[config.mk]
export PLATFORM = sky130hd
export DESIGN_NAME = io_putc_arbiter
export DESIGN_NICKNAME = d
export VERILOG_FILES = /design/src/rtl/io_arb_pkg.sv /design/src/rtl/rr_pick.sv /design/src/rtl/io_putc_arbiter.sv
export SDC_FILE = /design/constraint.sdc
export NUM_CORES = 1
export LEC_CHECK = 0
export BUFFER_PORTS_ARGS = -buffer_cell sky130_fd_sc_hd__buf_2
export CAP_MARGIN = 20
export CORE_MARGIN = 2
export CORE_UTILIZATION = 45
export DETAILED_ROUTE_END_ITERATION = 6
export GPL_ROUTABILITY_DRIVEN = 1
export PLACE_DENSITY = 0.78
export RECOVER_POWER = 25
export SKIP_CTS_REPAIR_TIMING = 1
export SLEW_MARGIN = 40
export SYNTH_ARGS = -nofsm -noshare
export SYNTH_HDL_FRONTEND = slang
export SYNTH_SLANG_ARGS = --single-unit
[constraint.sdc]
create_clock -name clk -period 3.3 [get_ports clk]
set_input_delay 0.495 -clock clk [delete_from_list [all_inputs] [get_ports clk]]
set_output_delay 0.495 -clock clk [all_outputs]
set_load 0.02 [all_outputs]
[src/rtl/io_arb_pkg.sv]
// io_arb_pkg: shared types for the putc arbiter.
//   arb_state_t : arbiter FSM states
//   CHAR_W      : width of one character on the putc channel
package io_arb_pkg;

    localparam int CHAR_W = 8;

    typedef enum logic [1:0] {
        ARB  = 2'd0,
        SEND = 2'd1,
        DONE = 2'd2,
        HOLD = 2'd3
    } arb_state_t;

endpackage

[src/rtl/rr_pick.sv]
// rr_pick: combinational round-robin selector.
//   req  : request vector
//   last : index of the most recently granted requester
//   pick : one-hot winner, all zero when req is empty
//   idx  : index of the winner (0 when req is empty)
// The scan starts at last+1 and wraps, so last itself is lowest priority.
module rr_pick
    import io_arb_pkg::*;
#(
    parameter int N_REQ = 2,
    localparam int IDX_W = $clog2(N_REQ)
) (
    input  logic [N_REQ-1:0] req,
    input  logic [IDX_W-1:0] last,
    output logic [N_REQ-1:0] pick,
    output logic [IDX_W-1:0] idx
);

    always_comb begin
        int  j;
        logic found;
        pick  = '0;
        idx   = '0;
        found = 1'b0;
        j     = 0;
        for (int k = 1; k <= N_REQ; k++) begin
            j = int'(last) + k;
            if (j >= N_REQ) j = j - N_REQ;
            if (!found && req[j]) begin
                found   = 1'b1;
                pick[j] = 1'b1;
                idx     = IDX_W'(j);
            end
        end
    end

endmodule

[src/rtl/io_putc_arbiter.sv]
// io_putc_arbiter: round-robin arbiter sharing one putc channel among
// N_REQ requesters, with optional per-requester lock so multi-character
// messages are not interleaved.
//   clk, rst                 : clock, synchronous active-high reset
//   req_push/req_char/req_lock : per-requester request, character, lock
//   req_done                 : one-cycle pulse, requester's char accepted
//   putc_push/putc_char      : character offered to the I/O device
//   putc_push_done           : device accepted the character (pulse)
//   grant                    : one-hot current owner, zero when none
//   lock_timeout             : pulse, an idle lock was forcibly released
module io_putc_arbiter
    import io_arb_pkg::*;
#(
    parameter int N_REQ        = 2,
    parameter int LOCK_TIMEOUT = 1024
) (
    input  logic                    clk,
    input  logic                    rst,
    input  logic [N_REQ-1:0]        req_push,
    input  logic [N_REQ*CHAR_W-1:0] req_char,
    input  logic [N_REQ-1:0]        req_lock,
    output logic [N_REQ-1:0]        req_done,
    output logic                    putc_push,
    output logic [CHAR_W-1:0]       putc_char,
    input  logic                    putc_push_done,
    output logic [N_REQ-1:0]        grant,
    output logic                    lock_timeout
);

    localparam int IDX_W = $clog2(N_REQ);
    // A zero timeout still needs a 1-bit counter to keep the logic legal.
    localparam int CNT_W = (LOCK_TIMEOUT == 0) ? 1 : $clog2(LOCK_TIMEOUT + 1);
    localparam logic [CNT_W-1:0] CNT_LIM = CNT_W'(LOCK_TIMEOUT);
    localparam logic [CNT_W-1:0] CNT_MAX = '1;

    arb_state_t        state, state_n;
    logic [IDX_W-1:0]  owner, owner_n;
    logic [IDX_W-1:0]  last, last_n;
    logic              held, held_n;       // owner left HOLD by dropping its lock
    logic [CNT_W-1:0]  cnt, cnt_n, cnt_inc;
    logic [N_REQ-1:0]  grant_n, req_done_n;
    logic              putc_push_n, lock_timeout_n;
    logic [CHAR_W-1:0] putc_char_n, owner_char, pick_char;
    logic [N_REQ-1:0]  pick;
    logic [IDX_W-1:0]  pick_idx;

    rr_pick #(.N_REQ(N_REQ)) u_pick (
        .req  (req_push),
        .last (last),
        .pick (pick),
        .idx  (pick_idx)
    );

    assign owner_char = req_char[int'(owner) * CHAR_W +: CHAR_W];
    assign pick_char  = req_char[int'(pick_idx) * CHAR_W +: CHAR_W];
    assign cnt_inc    = (cnt == CNT_MAX) ? cnt : cnt + 1'b1;

    always_comb begin
        state_n        = state;
        owner_n        = owner;
        last_n         = last;
        held_n         = held;
        cnt_n          = cnt;
        grant_n        = grant;
        putc_push_n    = putc_push;
        putc_char_n    = putc_char;
        req_done_n     = '0;
        lock_timeout_n = 1'b0;
        case (state)
            ARB: begin
                if (held && req_lock[owner] && req_push[owner]) begin
                    // A relocked former owner resumes ahead of everyone.
                    grant_n        = '0;
                    grant_n[owner] = 1'b1;
                    last_n         = owner;
                    putc_char_n    = owner_char;
                    putc_push_n    = 1'b1;
                    held_n         = 1'b0;
                    state_n        = SEND;
                end else if (|pick) begin
                    grant_n     = pick;
                    owner_n     = pick_idx;
                    last_n      = pick_idx;
                    putc_char_n = pick_char;
                    putc_push_n = 1'b1;
                    held_n      = 1'b0;
                    state_n     = SEND;
                end else begin
                    grant_n = '0;
                end
            end
            SEND: begin
                if (putc_push_done) begin
                    putc_push_n       = 1'b0;
                    req_done_n[owner] = 1'b1;
                    state_n           = DONE;
                end
            end
            DONE: begin
                if (req_lock[owner]) begin
                    cnt_n   = '0;
                    state_n = HOLD;
                end else begin
                    grant_n = '0;
                    state_n = ARB;
                end
            end
            HOLD: begin
                if (req_push[owner]) begin
                    putc_char_n = owner_char;
                    putc_push_n = 1'b1;
                    state_n     = SEND;
                end else if (!req_lock[owner]) begin
                    grant_n = '0;
                    held_n  = 1'b1;
                    state_n = ARB;
                end else begin
                    cnt_n = cnt_inc;
                    if (LOCK_TIMEOUT != 0 && cnt_inc == CNT_LIM) begin
                        // last already points at owner, so it drops to lowest priority.
                        lock_timeout_n = 1'b1;
                        grant_n        = '0;
                        held_n         = 1'b0;
                        state_n        = ARB;
                    end
                end
            end
            default: state_n = ARB;
        endcase
    end

    always_ff @(posedge clk) begin
        if (rst) begin
            state        <= ARB;
            owner        <= '0;
            last         <= IDX_W'(N_REQ - 1);
            held         <= 1'b0;
            cnt          <= '0;
            grant        <= '0;
            putc_push    <= 1'b0;
            putc_char    <= '0;
            req_done     <= '0;
            lock_timeout <= 1'b0;
        end else begin
            state        <= state_n;
            owner        <= owner_n;
            last         <= last_n;
            held         <= held_n;
            cnt          <= cnt_n;
            grant        <= grant_n;
            putc_push    <= putc_push_n;
            putc_char    <= putc_char_n;
            req_done     <= req_done_n;
            lock_timeout <= lock_timeout_n;
        end
    end

endmodule

After elaboration in Yosys (flattened, before gate mapping)
Index checks and enable logic that the tools add are counted.
{ "classes": {"addsub": 5, "order_cmp": 8, "eq_ne": 14, "shifts": 2, "mux": 59, "n_bitwise": 6, "reduce_logical": 24} }
{ "ops": {"columns": ["operator", "count"], "rows": [
  ["greater-or-equal comparator 32 x 1 -> 1 bit (second input constant)", 2],
  ["greater-or-equal comparator 32 x 3 -> 1 bit (second input constant)", 2],
  ["< comparator 32 x 3 -> 1 bit (second input constant)", 2],
  ["2-to-1 mux 32 bit", 2],
  ["subtractor 32 x 3 -> 32 bit (second input constant)", 2],
  ["2-to-1 mux 11 bit", 4],
  ["variable part select 16 x 5 -> 8 bit", 2],
  ["2-to-1 mux 1 bit", 28],
  ["2-to-1 mux 2 bit", 13],
  ["2-to-1 mux 8 bit", 3],
  ["== test 11 bit (second input constant)", 2],
  ["case mux 11 bit (2 select lines)", 1],
  ["case mux 8 bit (2 select lines)", 1],
  ["AND reduction 4 bit", 4],
  ["inequality test 2 bit (second input constant)", 6],
  ["adder 11 x 1 -> 11 bit (second input constant)", 1],
  ["AND reduction 3 bit", 3],
  ["case mux 2 bit (4 select lines)", 1],
  ["logical AND 1 bit", 6],
  ["inequality test 3 bit (second input constant)", 2],
  ["case mux 2 bit (3 select lines)", 1],
  ["nonzero test 2 bit", 3],
  ["nonzero test 3 bit", 2],
  ["inverter 1 bit", 5],
  ["17 further kinds", 20]
]} }
{ "word_totals": {"ff_bits": 30, "in_bits": 23, "out_inout_bits": 14, "word_cells": 128} }

Longest topological paths before layout
{ "logic_depth": {"ltp_word": 14, "ltp_mapped": 7, "depth_no_buf": 6} }

By module
Synthesis repeated with hierarchy kept, for this count alone.
{ "hier_totals": {"cells_unflattened": 226, "area_unflattened_um2": 1901.8} }
{ "by_module_without_submodules": {"columns": ["mod", "n_inst", "cells_per_inst", "area_each_um2", "seq_area_each_um2"], "rows": [
  ["io_putc_arbiter", 1, 222, 1875.5, 600.6],
  ["rr_pick", 1, 4, 26.3, 0.0]
]} }

Least setup slack after synthesis
Ideal clock, no wire load.
{ "synth_path": {"path_type": "register -> register", "from": "reg cnt[0]", "to": "reg grant[0]", "setup_time_ns": 0.140, "t_arrival_ns": 1.620, "setup_slack_ns": 1.540, "path_stages_with_launch": 7, "period_less_slack_ns": 1.760, "cell_sequence": "dfxtp_1 > ha_1 > and3_1 > a211oi_1 > a31oi_1 > a2111oi_4 > a221oi_1"} }
{ "synth_via": {"elab_chain_len": 5, "word_cells_on_any_way": 6} }
{ "synth_lines": {"columns": ["item", "line", "text"], "rows": [
  ["start, declared", "io_putc_arbiter.sv:40", "logic [CNT_W-1:0] cnt, cnt_n, cnt_inc;"],
  ["start signal, assigned", "io_putc_arbiter.sv:149", "cnt <= cnt_n;"],
  ["adder 11 x 1 -> 11 bit / == test 11 bit (equally long branches)", "io_putc_arbiter.sv:56", "assign cnt_inc = (cnt == CNT_MAX) ? cnt : cnt + 1'b1;"],
  ["2-to-1 mux 11 bit *", "io_putc_arbiter.sv:56", null],
  ["== test 11 bit *", "io_putc_arbiter.sv:119", "if (LOCK_TIMEOUT != 0 && cnt_inc == CNT_LIM) begin"],
  ["inequality test 3 bit (no line) *", null, null],
  ["AND reduction 4 bit (no line) *", null, null],
  ["end signal, assigned", "io_putc_arbiter.sv:150", "grant <= grant_n;"],
  ["end, declared", "io_putc_arbiter.sv:26", "output logic [N_REQ-1:0] grant,"]
]} }
Every way passes the cells marked *; elsewhere a longest branch is shown, timed or not.
A chain may end at the register's enable or synchronous reset.

Final worst setup path
{ "layout_path": {"from": "reg cnt[1]", "to": "reg grant[0]"} }
The elaborated chain is that of the path after synthesis.

==> metrics.md <==
| Metric | Value |
|---|---|
| # nets final | `263` |
| ANT cells | `0` |
| Share of cells above drive strength 1 | `0.192` |
| Clock Power Share | `0.378` |
| Drt first-iter violations | `102` |
| WL final | `3.75 mm` |
| Yosys warnings | `0` |
| DRT antenna net count | `0` |
| Max Clock Skew | `0.00528 ns` |
| Largest net degree at the start of global routing | `28` |
| Cells after Synth | `207` |
| Crit path arrival time | `2.17 ns` |
| Largest buffer count on any clock path | `2` |
| WP data required | `3.44 ns` |
| Status | `finished, final reports clean` |
| Worst VDD drop | `0.239 mV` |
| CP Capture Type | `register` |
| Worst slew pin tran | `0.593 ns` |
| FF-to-FF setup slack | `1.27 ns` |
| Port bufs | `36` |
| P&R area growth vs syn | `16.5%` |
| CTS Root Cell | `clkbuf_8` |
| Clock latency on the worst-skew pair | `0.28 ns` |
| P_int | `0.655 mW` |
| DR pass1 iterations | `4` |
| Worst-path clk slew | `0.06 ns` |
| GPL Wtd Cong | `0.924` |
| Post-Layout Inst Area | `1990 um^2` |
| Async set-or-reset flop fraction in the synthesized netlist | `0` |
| Worst setup margin | `1.27 ns` |
| Hold Path Class | `in2reg` |
| Total CTS buffers | `5` |
| Rel. slew slack | `0.605` |
| Sink Count | `30` |
| Syn nets | `231` |
| I/O Pins | `37` |
| Yosys reg bits | `30` |
| Crit Path Max Fanout | `6` |
| Combinational power share | `0.168` |
| Synth Cell Area | `1710 um^2` |
| Syn Area/Cell | `8.26 um^2` |
| Min Clock Period, post-route | `2.03 ns` |
| Fmax | `491 MHz` |
| First-pass GRT wire length | `6.45 mm` |
| Max Cap Violations | `0` |
| Slew Viols, Final | `0` |
| Static Leak | `0.781 nW` |
| Startpoint types | `register` |
| Register area share after synthesis | `0.351` |
| Post-synth EDFFs | `0` |
| Die H | `65.7 um` |
| H-tree depth | `2` |
| Vias in the first global route | `1489` |
| Gr usage total | `0.190` |
| Period Utilization, post-route | `0.617` |
| FP Rows | `22` |
| GRT Residual Overflow | `0` |
| Die area | `4310 um^2` |
| CTS tree | `built` |
| RSZ-0062 raised after global routing | `false` |
| Post-DP HPWL | `2.74 mm` |
| Via/cell ratio | `5.74` |
| Total Neg Setup Slack | `0 ns` |
| Synth area leader | `dfxtp_1` |
| Hold path startpoint | `putc_push_done` |
| Reg2reg start | `cnt[1]` |
| Cell variety after synth | `48` |
| Area of the core | `3660 um^2` |
| Top_reg_cell synth | `dfxtp_1` |
| Final Util | `0.544` |
| Starting Density | `0.467` |
| WL per Instance | `13.0 um` |
| Yosys top cell area share | `0.351` |
| Worst setup path startpoint | `cnt[1]` |
| Final setup viols | `0` |
| Top cells by area, synth | `dfxtp_1 (35%), mux2i_1 (5.9%), a211oi_1 (5.3%), nor2_1 (5.3%), a21oi_1 (5.0%)` |
| Final hold violations | `0` |
| Pwr Density | `448 nW/um^2` |
| Initial antenna violation count | `0` |
| DIE WIDTH | `65.7 um` |
| Switch Pwr | `0.238 mW` |
| Area after DPL | `1890 um^2` |
| Sw frac | `0.266` |
| Flop pwr share | `0.453` |
| Pre-CTS setup slack | `1.18 ns` |
| DRC Markers | `0` |
| Setup CP Type | `reg2reg` |
| Total number of vias | `1654` |
-- final cells by class --
class | instances | area (um^2)
fill | 358 | 1670
tap | 48 | 60.1
multi-input combinational | 161 | 1030
timing repair buffer | 36 | 169
inverter | 5 | 18.8
sequential | 30 | 601
clock buffer | 8 | 110
-- power groups by stage --
stage,clock network [mW],registers [mW],logic [mW]
2_1_floorplan,0,0.428,0.0911
3_3_place_gp,0,0.412,0.152
3_5_place_dp,0,0.412,0.154
4_1_cts,0.344,0.405,0.155
5_1_grt,0.358,0.409,0.168
6_report,0.338,0.405,0.150
-- Yosys cell counts (5+ instances only) --
| cell type | instances |
|---|---|
| nand2_1 | 19 |
| inv_1 | 5 |
| a211oi_1 | 12 |
| nand3_1 | 6 |
| o21ai_0 | 10 |
| mux2i_1 | 10 |
| a21oi_1 | 17 |
| nor2_1 | 24 |
| dfxtp_1 | 30 |
| a31oi_1 | 7 |
-- registers in the layout, indices dropped and copies added, names as in the netlist --
signal / flops
lock_timeout: 1
putc_push: 1
req_done: 2
held: 1
cnt: 11
putc_char: 8
grant: 2
state: 2
owner: 1
last: 1
-- critical path, stage by stage, from the launching register on --
cell,delay [ns]
dfxtp_1,0.39
ha_1,0.28
and3_1,0.23
and2_2,0.18
a31oi_1,0.15
a2111oi_4,0.51
a221oi_1,0.16
-- per-layer routing --
layer	vias to the layer above	wire (um)	track usage
li1	837	-	-
met3	11	270	0.0565
met1	750	1710	0.240
met5	-	0	0
met2	56	1680	0.292
met4	0	89	0.0938
-- placed cells by master (no fill, tap or decap), drive strengths merged, types with 3 or more instances in the layout --
cell,netlist,final
inv,5,5
clkbuf,5,17
o21ai,11,11
nand2,19,19
buf,6,27
nand3,6,6
and4,3,3
a211oi,12,12
a31oi,8,8
nand4,3,3
nand2b,4,4
and3,3,3
nor2b,3,3
dfxtp,30,30
nor2,25,25
nor3,3,3
mux2i,11,11
a21o,4,4
and2,4,4
a22o,3,3
a21oi,17,17
-- worst paths after layout --
kind | to | cells after the start
setup / recovery | grant[0] | 6
setup reg to reg | grant[0] | 6
hold reg to reg | grant[0] | 2
hold / removal | putc_push | 2
-- per-stage QoR --
step                cells  hold WS (ns)  total power [mW]
floorplan             207         0.455             0.519
global placement      280         0.469             0.564
detailed placement    280         0.476             0.566
CTS                   288         0.446             0.904
global route          288         0.449             0.935
finish                288         0.448             0.893
-- cell families (layout without fill, tap and decap cells) --
logic type / after synthesis / count (layout) / synth area share
XOR/XNOR: 1 / 1 / 0.00512
adder cells (fa/ha/maj): 1 / 1 / 0.00731
multiplexers: 12 / 12 / 0.0732
AND/OR/NAND/NOR: 79 / 79 / 0.230
AO/OA/AOI/OAI: 68 / 68 / 0.287
flip-flops: 30 / 30 / 0.351
buffers and inverters: 16 / 49 / 0.0461
(Power assumes the default switching activity.)
